[config.mk]
export PLATFORM = sky130hd
export DESIGN_NAME = rcu_pll_seq
export DESIGN_NICKNAME = d
export VERILOG_FILES = /design/src/rtl/rcu_pll_seq_pkg.sv /design/src/rtl/rcu_clk_div.sv /design/src/rtl/rcu_pll_seq.sv
export SDC_FILE = /design/constraint.sdc
export NUM_CORES = 1
export LEC_CHECK = 0
export ABC_AREA = 1
export CELL_PAD_IN_SITES_DETAIL_PLACEMENT = 1
export CELL_PAD_IN_SITES_GLOBAL_PLACEMENT = 2
export CORE_ASPECT_RATIO = 1.75
export CORE_MARGIN = 4
export CORE_UTILIZATION = 36
export DETAILED_ROUTE_END_ITERATION = 7
export PLACE_DENSITY_LB_ADDON = 0.1
export SLEW_MARGIN = 40
export SYNTH_ARGS = -nofsm -noshare
export SYNTH_HDL_FRONTEND = slang
export SYNTH_HIERARCHICAL = 1
export SYNTH_SLANG_ARGS = --single-unit
[constraint.sdc]
create_clock -name clk_i -period 3 [get_ports clk_i]
set_clock_uncertainty 0.1 [all_clocks]
set_input_delay 0.45 -clock clk_i [delete_from_list [all_inputs] [get_ports clk_i]]
set_output_delay 0.45 -clock clk_i [all_outputs]
set_load 0.05 [all_outputs]
[src/rtl/rcu_pll_seq_pkg.sv]
// Shared definitions for the RCU PLL sequencer: FSM state encoding and
// default sizing constants used by the sequencer and its divider channels.
package rcu_pll_seq_pkg;

  localparam int STATE_W         = 3;
  localparam int DEF_LOCK_CNT    = 64;
  localparam int DEF_TIMEOUT_CYC = 4096;
  localparam int DEF_DIV_WIDTH   = 8;

  typedef enum logic [STATE_W-1:0] {
    ST_IDLE      = 3'd0,
    ST_WAIT_LOCK = 3'd1,
    ST_STABLE    = 3'd2,
    ST_LOCKED    = 3'd3,
    ST_ERROR     = 3'd4
  } rcu_pll_state_e;

endpackage

[src/rtl/rcu_clk_div.sv]
// One programmable integer divider channel: produces a one-cycle strobe every
// shadow+1 cycles and a registered clock toggling on each strobe.
module rcu_clk_div
  import rcu_pll_seq_pkg::*;
#(
  parameter int DIV_WIDTH = DEF_DIV_WIDTH
) (
  input  logic                 clk_i,
  input  logic                 rst_n_i,
  input  logic                 run_i,
  input  logic [DIV_WIDTH-1:0] div_val_i,
  output logic                 stb_o,
  output logic                 clk_o
);

  logic [DIV_WIDTH-1:0] cnt_reg;
  logic [DIV_WIDTH-1:0] shadow_reg;
  logic                 stb_reg;
  logic                 clk_reg;

  // The shadow only follows div_val_i while idle or at a wrap, so a new value
  // never shortens the period already in progress.
  always_ff @(posedge clk_i or negedge rst_n_i) begin
    if (!rst_n_i) begin
      cnt_reg    <= '0;
      shadow_reg <= '0;
      stb_reg    <= 1'b0;
      clk_reg    <= 1'b0;
    end else if (!run_i) begin
      cnt_reg    <= '0;
      shadow_reg <= div_val_i;
      stb_reg    <= 1'b0;
      clk_reg    <= 1'b0;
    end else if (cnt_reg == shadow_reg) begin
      cnt_reg    <= '0;
      shadow_reg <= div_val_i;
      stb_reg    <= 1'b1;
      clk_reg    <= ~clk_reg;
    end else begin
      cnt_reg    <= cnt_reg + DIV_WIDTH'(1);
      stb_reg    <= 1'b0;
    end
  end

  assign stb_o = stb_reg;
  assign clk_o = clk_reg;

endmodule

[src/rtl/rcu_pll_seq.sv]
// RCU PLL sequencer: synchronises and qualifies the raw PLL lock, runs the
// PLL-select handshake with a lock timeout, and drives NUM_DIV dividers.
module rcu_pll_seq
  import rcu_pll_seq_pkg::*;
#(
  parameter int NUM_DIV       = 4,
  parameter int DIV_WIDTH     = DEF_DIV_WIDTH,
  parameter int LOCK_CNT      = DEF_LOCK_CNT,
  parameter int TIMEOUT_CYC   = DEF_TIMEOUT_CYC,
  parameter int SYNC_STAGES   = 2,
  parameter bit DIV_NEED_LOCK = 1'b1
) (
  input  logic                         clk_i,
  input  logic                         rst_n_i,
  input  logic                         pll_en_i,
  input  logic                         pll_lock_raw_i,
  input  logic [NUM_DIV-1:0]           div_en_i,
  input  logic [NUM_DIV*DIV_WIDTH-1:0] div_val_i,
  output logic                         pll_lock_o,
  output logic                         pll_sel_o,
  output logic                         lock_err_o,
  output logic                         lock_lost_o,
  output logic [STATE_W-1:0]           state_o,
  output logic [NUM_DIV-1:0]           div_stb_o,
  output logic [NUM_DIV-1:0]           div_clk_o
);

  localparam int TMR_W = $clog2(TIMEOUT_CYC);
  localparam int STB_W = $clog2(LOCK_CNT);
  localparam logic [TMR_W-1:0] TMR_LAST = TMR_W'(TIMEOUT_CYC - 1);
  localparam logic [STB_W-1:0] STB_LAST = STB_W'(LOCK_CNT - 1);

  logic [SYNC_STAGES-1:0] sync_reg;
  logic                   lock_s;

  rcu_pll_state_e   state_reg, state_next;
  logic [TMR_W-1:0] timer_reg, timer_next, timer_inc;
  logic [STB_W-1:0] stab_reg, stab_next;
  logic             lock_err_reg, lock_err_next;
  logic             lock_lost_reg, lock_lost_next;
  logic             pll_lock_reg, pll_sel_reg;
  logic [NUM_DIV-1:0] div_run;

  always_ff @(posedge clk_i or negedge rst_n_i) begin
    if (!rst_n_i) sync_reg <= '0;
    else          sync_reg <= {sync_reg[SYNC_STAGES-2:0], pll_lock_raw_i};
  end

  assign lock_s    = sync_reg[SYNC_STAGES-1];
  assign timer_inc = (timer_reg == TMR_LAST) ? timer_reg : timer_reg + TMR_W'(1);

  always_comb begin
    state_next     = state_reg;
    timer_next     = timer_reg;
    stab_next      = stab_reg;
    lock_err_next  = lock_err_reg;
    lock_lost_next = lock_lost_reg;
    case (state_reg)
      ST_IDLE: begin
        timer_next = '0;
        stab_next  = '0;
        if (pll_en_i) state_next = ST_WAIT_LOCK;
      end
      ST_WAIT_LOCK: begin
        timer_next = timer_inc;
        if (!pll_en_i)               state_next = ST_IDLE;
        else if (timer_reg == TMR_LAST) state_next = ST_ERROR;
        else if (lock_s) begin
          state_next = ST_STABLE;
          stab_next  = '0;
        end
      end
      ST_STABLE: begin
        // Timer is deliberately not restarted on a STABLE->WAIT_LOCK bounce.
        timer_next = timer_inc;
        if (lock_s) stab_next = stab_reg + STB_W'(1);
        if (!pll_en_i)                  state_next = ST_IDLE;
        else if (timer_reg == TMR_LAST) state_next = ST_ERROR;
        else if (!lock_s)               state_next = ST_WAIT_LOCK;
        else if (stab_reg == STB_LAST)  state_next = ST_LOCKED;
      end
      ST_LOCKED: begin
        if (!pll_en_i) state_next = ST_IDLE;
        else if (!lock_s) begin
          state_next     = ST_WAIT_LOCK;
          lock_lost_next = 1'b1;
          timer_next     = '0;
        end
      end
      ST_ERROR: begin
        if (!pll_en_i) state_next = ST_IDLE;
      end
      default: state_next = ST_IDLE;
    endcase
    if (state_next == ST_ERROR) lock_err_next = 1'b1;
    if (state_next == ST_IDLE) begin
      lock_err_next  = 1'b0;
      lock_lost_next = 1'b0;
    end
  end

  // Status outputs are registered from the next state so they change on the
  // same edge as state_o.
  always_ff @(posedge clk_i or negedge rst_n_i) begin
    if (!rst_n_i) begin
      state_reg     <= ST_IDLE;
      timer_reg     <= '0;
      stab_reg      <= '0;
      lock_err_reg  <= 1'b0;
      lock_lost_reg <= 1'b0;
      pll_lock_reg  <= 1'b0;
      pll_sel_reg   <= 1'b0;
    end else begin
      state_reg     <= state_next;
      timer_reg     <= timer_next;
      stab_reg      <= stab_next;
      lock_err_reg  <= lock_err_next;
      lock_lost_reg <= lock_lost_next;
      pll_lock_reg  <= (state_next == ST_LOCKED);
      pll_sel_reg   <= (state_next == ST_LOCKED);
    end
  end

  assign pll_lock_o  = pll_lock_reg;
  assign pll_sel_o   = pll_sel_reg;
  assign lock_err_o  = lock_err_reg;
  assign lock_lost_o = lock_lost_reg;
  assign state_o     = state_reg;

  assign div_run = div_en_i & {NUM_DIV{pll_lock_reg | !DIV_NEED_LOCK}};

  for (genvar gi = 0; gi < NUM_DIV; gi++) begin : g_div
    rcu_clk_div #(
      .DIV_WIDTH (DIV_WIDTH)
    ) u_div (
      .clk_i     (clk_i),
      .rst_n_i   (rst_n_i),
      .run_i     (div_run[gi]),
      .div_val_i (div_val_i[gi*DIV_WIDTH +: DIV_WIDTH]),
      .stb_o     (div_stb_o[gi]),
      .clk_o     (div_clk_o[gi])
    );
  end

endmodule

==> reports/results.ini <==
[setup_path]
cp_slowest_cell=clkdlybuf4s50_1
path_buf_inv=1
critPathLaunchType=flop
critPathMaxFanout=6
crit_family=buffers and inverters
end_kind=output port
cp.required_ns=2.45
arrival_ns=1.78
worstSetupPathType=flop to output port
crit_chain=clkdlybuf4s50_1
max_stage_delay_ns=0.88

[power_and_ir_drop]
p_leak_nw=2.84
swShare_pct=24.2
seqPwrFrac_pct=49.2
switchingPower_mw=0.688
intPower_mw=2.16
clockPowerShare_pct=41.9
power_density_nw_per_um2=467
combPwrFrac_pct=8.9
ir_drop_uv=190

[yosys]
synth_area_per_cell_sq_um=7.83
ys_ff_latch=98
synth_area_leader_cell=dfrtp_1
synth_common_cells=nand2_1 (230), dfrtp_1 (98), inv_1 (70)
synth_nets=699
synth-edff-count=0
yosysUniqueCellTypes=29
syn_area_sq_um=5110
synth_top_area_share_pct=48.0
synth_area_leaders=dfrtp_1 (48%), nand2_1 (17%), inv_1 (5.1%), nand3_1 (5.0%), nor2_1 (4.7%)
synth_seq_area_share_pct=48.0
synth_most_common_cell=nand2_1
synth_flop_cell=dfrtp_1
postSynth.asyncResetShare_pct=100
yosysWarnings=6
synth_cells=653

[min_path]
min_path_type=flop to flop

[global_route]
track_usage_pct=16.4
use_met2_pct=31.0
grt_pass1_vias=4543
grt_max_degree=45
antenna_found_initial=0
grt_util_met1_pct=18.4
busiest_layer=met2
grt_overflow=0
met3_usage_pct=2.82
grt_pass1_wl_um=21900

[floorplanning]
die_x_um=98.1
die_area_sq_um=16200
start_util_pct=36.7
die_h_um=166
core.rowCount=57
core_area_sq_um=13900
io_pins=55

[job]
cap_viol_max_count=0

[sta]
relSlewSlack_pct=65.2
post-route-min-period_ns=2.33
holdWs_ns=0.254
finalSetupTns_ns=0
rsz0062_at_grt=no
fin_crit_sh_pct=77.6
report.final.slew_viol_count=0
tightest_slew_ns=0.521
setup_viol=0
fmax_mhz=429
hold_viol=0

[drt]
firstDrtPassIters=4
routed_wl_um=12500
ant_nets=0
viasPerCell=4.71
drt_iter0_markers=81
wl_per_cell_um=14.0
vias=4191
drc=0

[cells_and_area]
drive_above_1_share_pct=7.72
regArea_sq_um=2450
antenna_cells=0
synthToLayoutAreaGrowth_pct=19.2
fillers=1713
multi_input_area_sq_um=2240
finalNetCount=753

[outcome]
status=finished, final reports clean

[place]
dp.final_hpwl_um=9370
port-buffer-count=54
place_congestion=0.792

[clock_tree]
h-tree-depth=3
cts_tree=yes
clockRootBuffer=clkbuf_16
cts_resized=0
cts_buffers=9
insertion_delay_ns=0.34
clock_path_buffers=2
clock-sinks=98
cts.clk_slew.worst_paths_ns=0.07

==> power groups by stage <==
stage | Sequential, mW | Clock, mW | Combinational (mW)
2_1_floorplan | 1.42 | 0 | 0.128
3_3_place_gp | 1.42 | 0 | 0.254
3_5_place_dp | 1.42 | 0 | 0.261
4_1_cts | 1.40 | 1.23 | 0.263
5_1_grt | 1.40 | 1.29 | 0.292
6_report | 1.40 | 1.19 | 0.254
==> metrics by stage <==
step           instance area, sq um  total power, mW  worst slack, ns  utilization [%]  std cells
3_3_place_gp                   5780             1.68             1.03             41.5        872
2_1_floorplan                  5110             1.55             1.12                -        653
3_5_place_dp                   5780             1.69             1.01             41.5        872
6_report                       6090             2.84            0.672             43.8        889
4_1_cts                        6090             2.90            0.629             43.8        889
5_1_grt                        6090             2.99            0.613             43.8        889
==> cells in the final DEF (no fill, tap or decap), types with 2 or more instances in the layout <==
cell,count
nor2_2,10
clkinvlp_4,2
xnor2_1,24
o21ai_1,3
nor2_1,64
nand2_1,230
buf_4,2
or2_2,2
nand2_2,5
o21ai_2,2
dfrtp_1,98
nand3_1,51
inv_1,70
clkdlybuf4s50_1,53
clkbuf_16,9
ha_1,6
inv_2,8
o21ai_0,15
clkbuf_8,2
xor2_1,16
nand3_2,3
nand4_1,7
nand2_4,6
nor3_1,13
==> final cells by class <==
class                   instances  share of cell area (%)
clock buffers                  12                    4.21
clock inverters                 4                   0.821
inverters                      79                    4.91
multi-input cells             462                    36.7
flip-flops and latches         98                    40.2
well taps                     177                    3.63
repair buffers                 57                    9.45
==> worst paths after layout <==
kind | slack, ns | cells after the start | from | to
setup / recovery | 0.67 | 1 | pll_sel_o | pll_lock_o
hold / removal | 0.25 | 0 | sync_reg[0] | sync_reg[1]
setup reg to reg | 1.01 | 8 | timer_reg[0] | stab_reg[2]
hold reg to reg | 0.25 | 0 | sync_reg[0] | sync_reg[1]
max in group asynchronous | 1.58 | 3 | rst_n_i | g_div[2].u_div/cnt_reg[2]
min in group asynchronous | 0.52 | 2 | rst_n_i | g_div[1].u_div/shadow_reg[4]
==> timing repair <==
item / in CTS / in global routing
setup buffers: 0 / 0
hold buffers: 1 / 0
hold endpoints to repair: 8 / 0
==> metal layers <==
layer  vias up  share of wire [%]
met5         -                  0
li1       2104                  -
met1      2040                 40
met3         9                2.1
met2        38                 56
met4         0                1.4
==> cells by family after synthesis <==
family | synth area share (%)
xor+xnor | 6.86
buf+inv | 8.20
simple gates | 32.9
compound gates | 2.62
fa+ha+maj | 1.47
flops | 48.0
(Power assumes the default switching activity.)
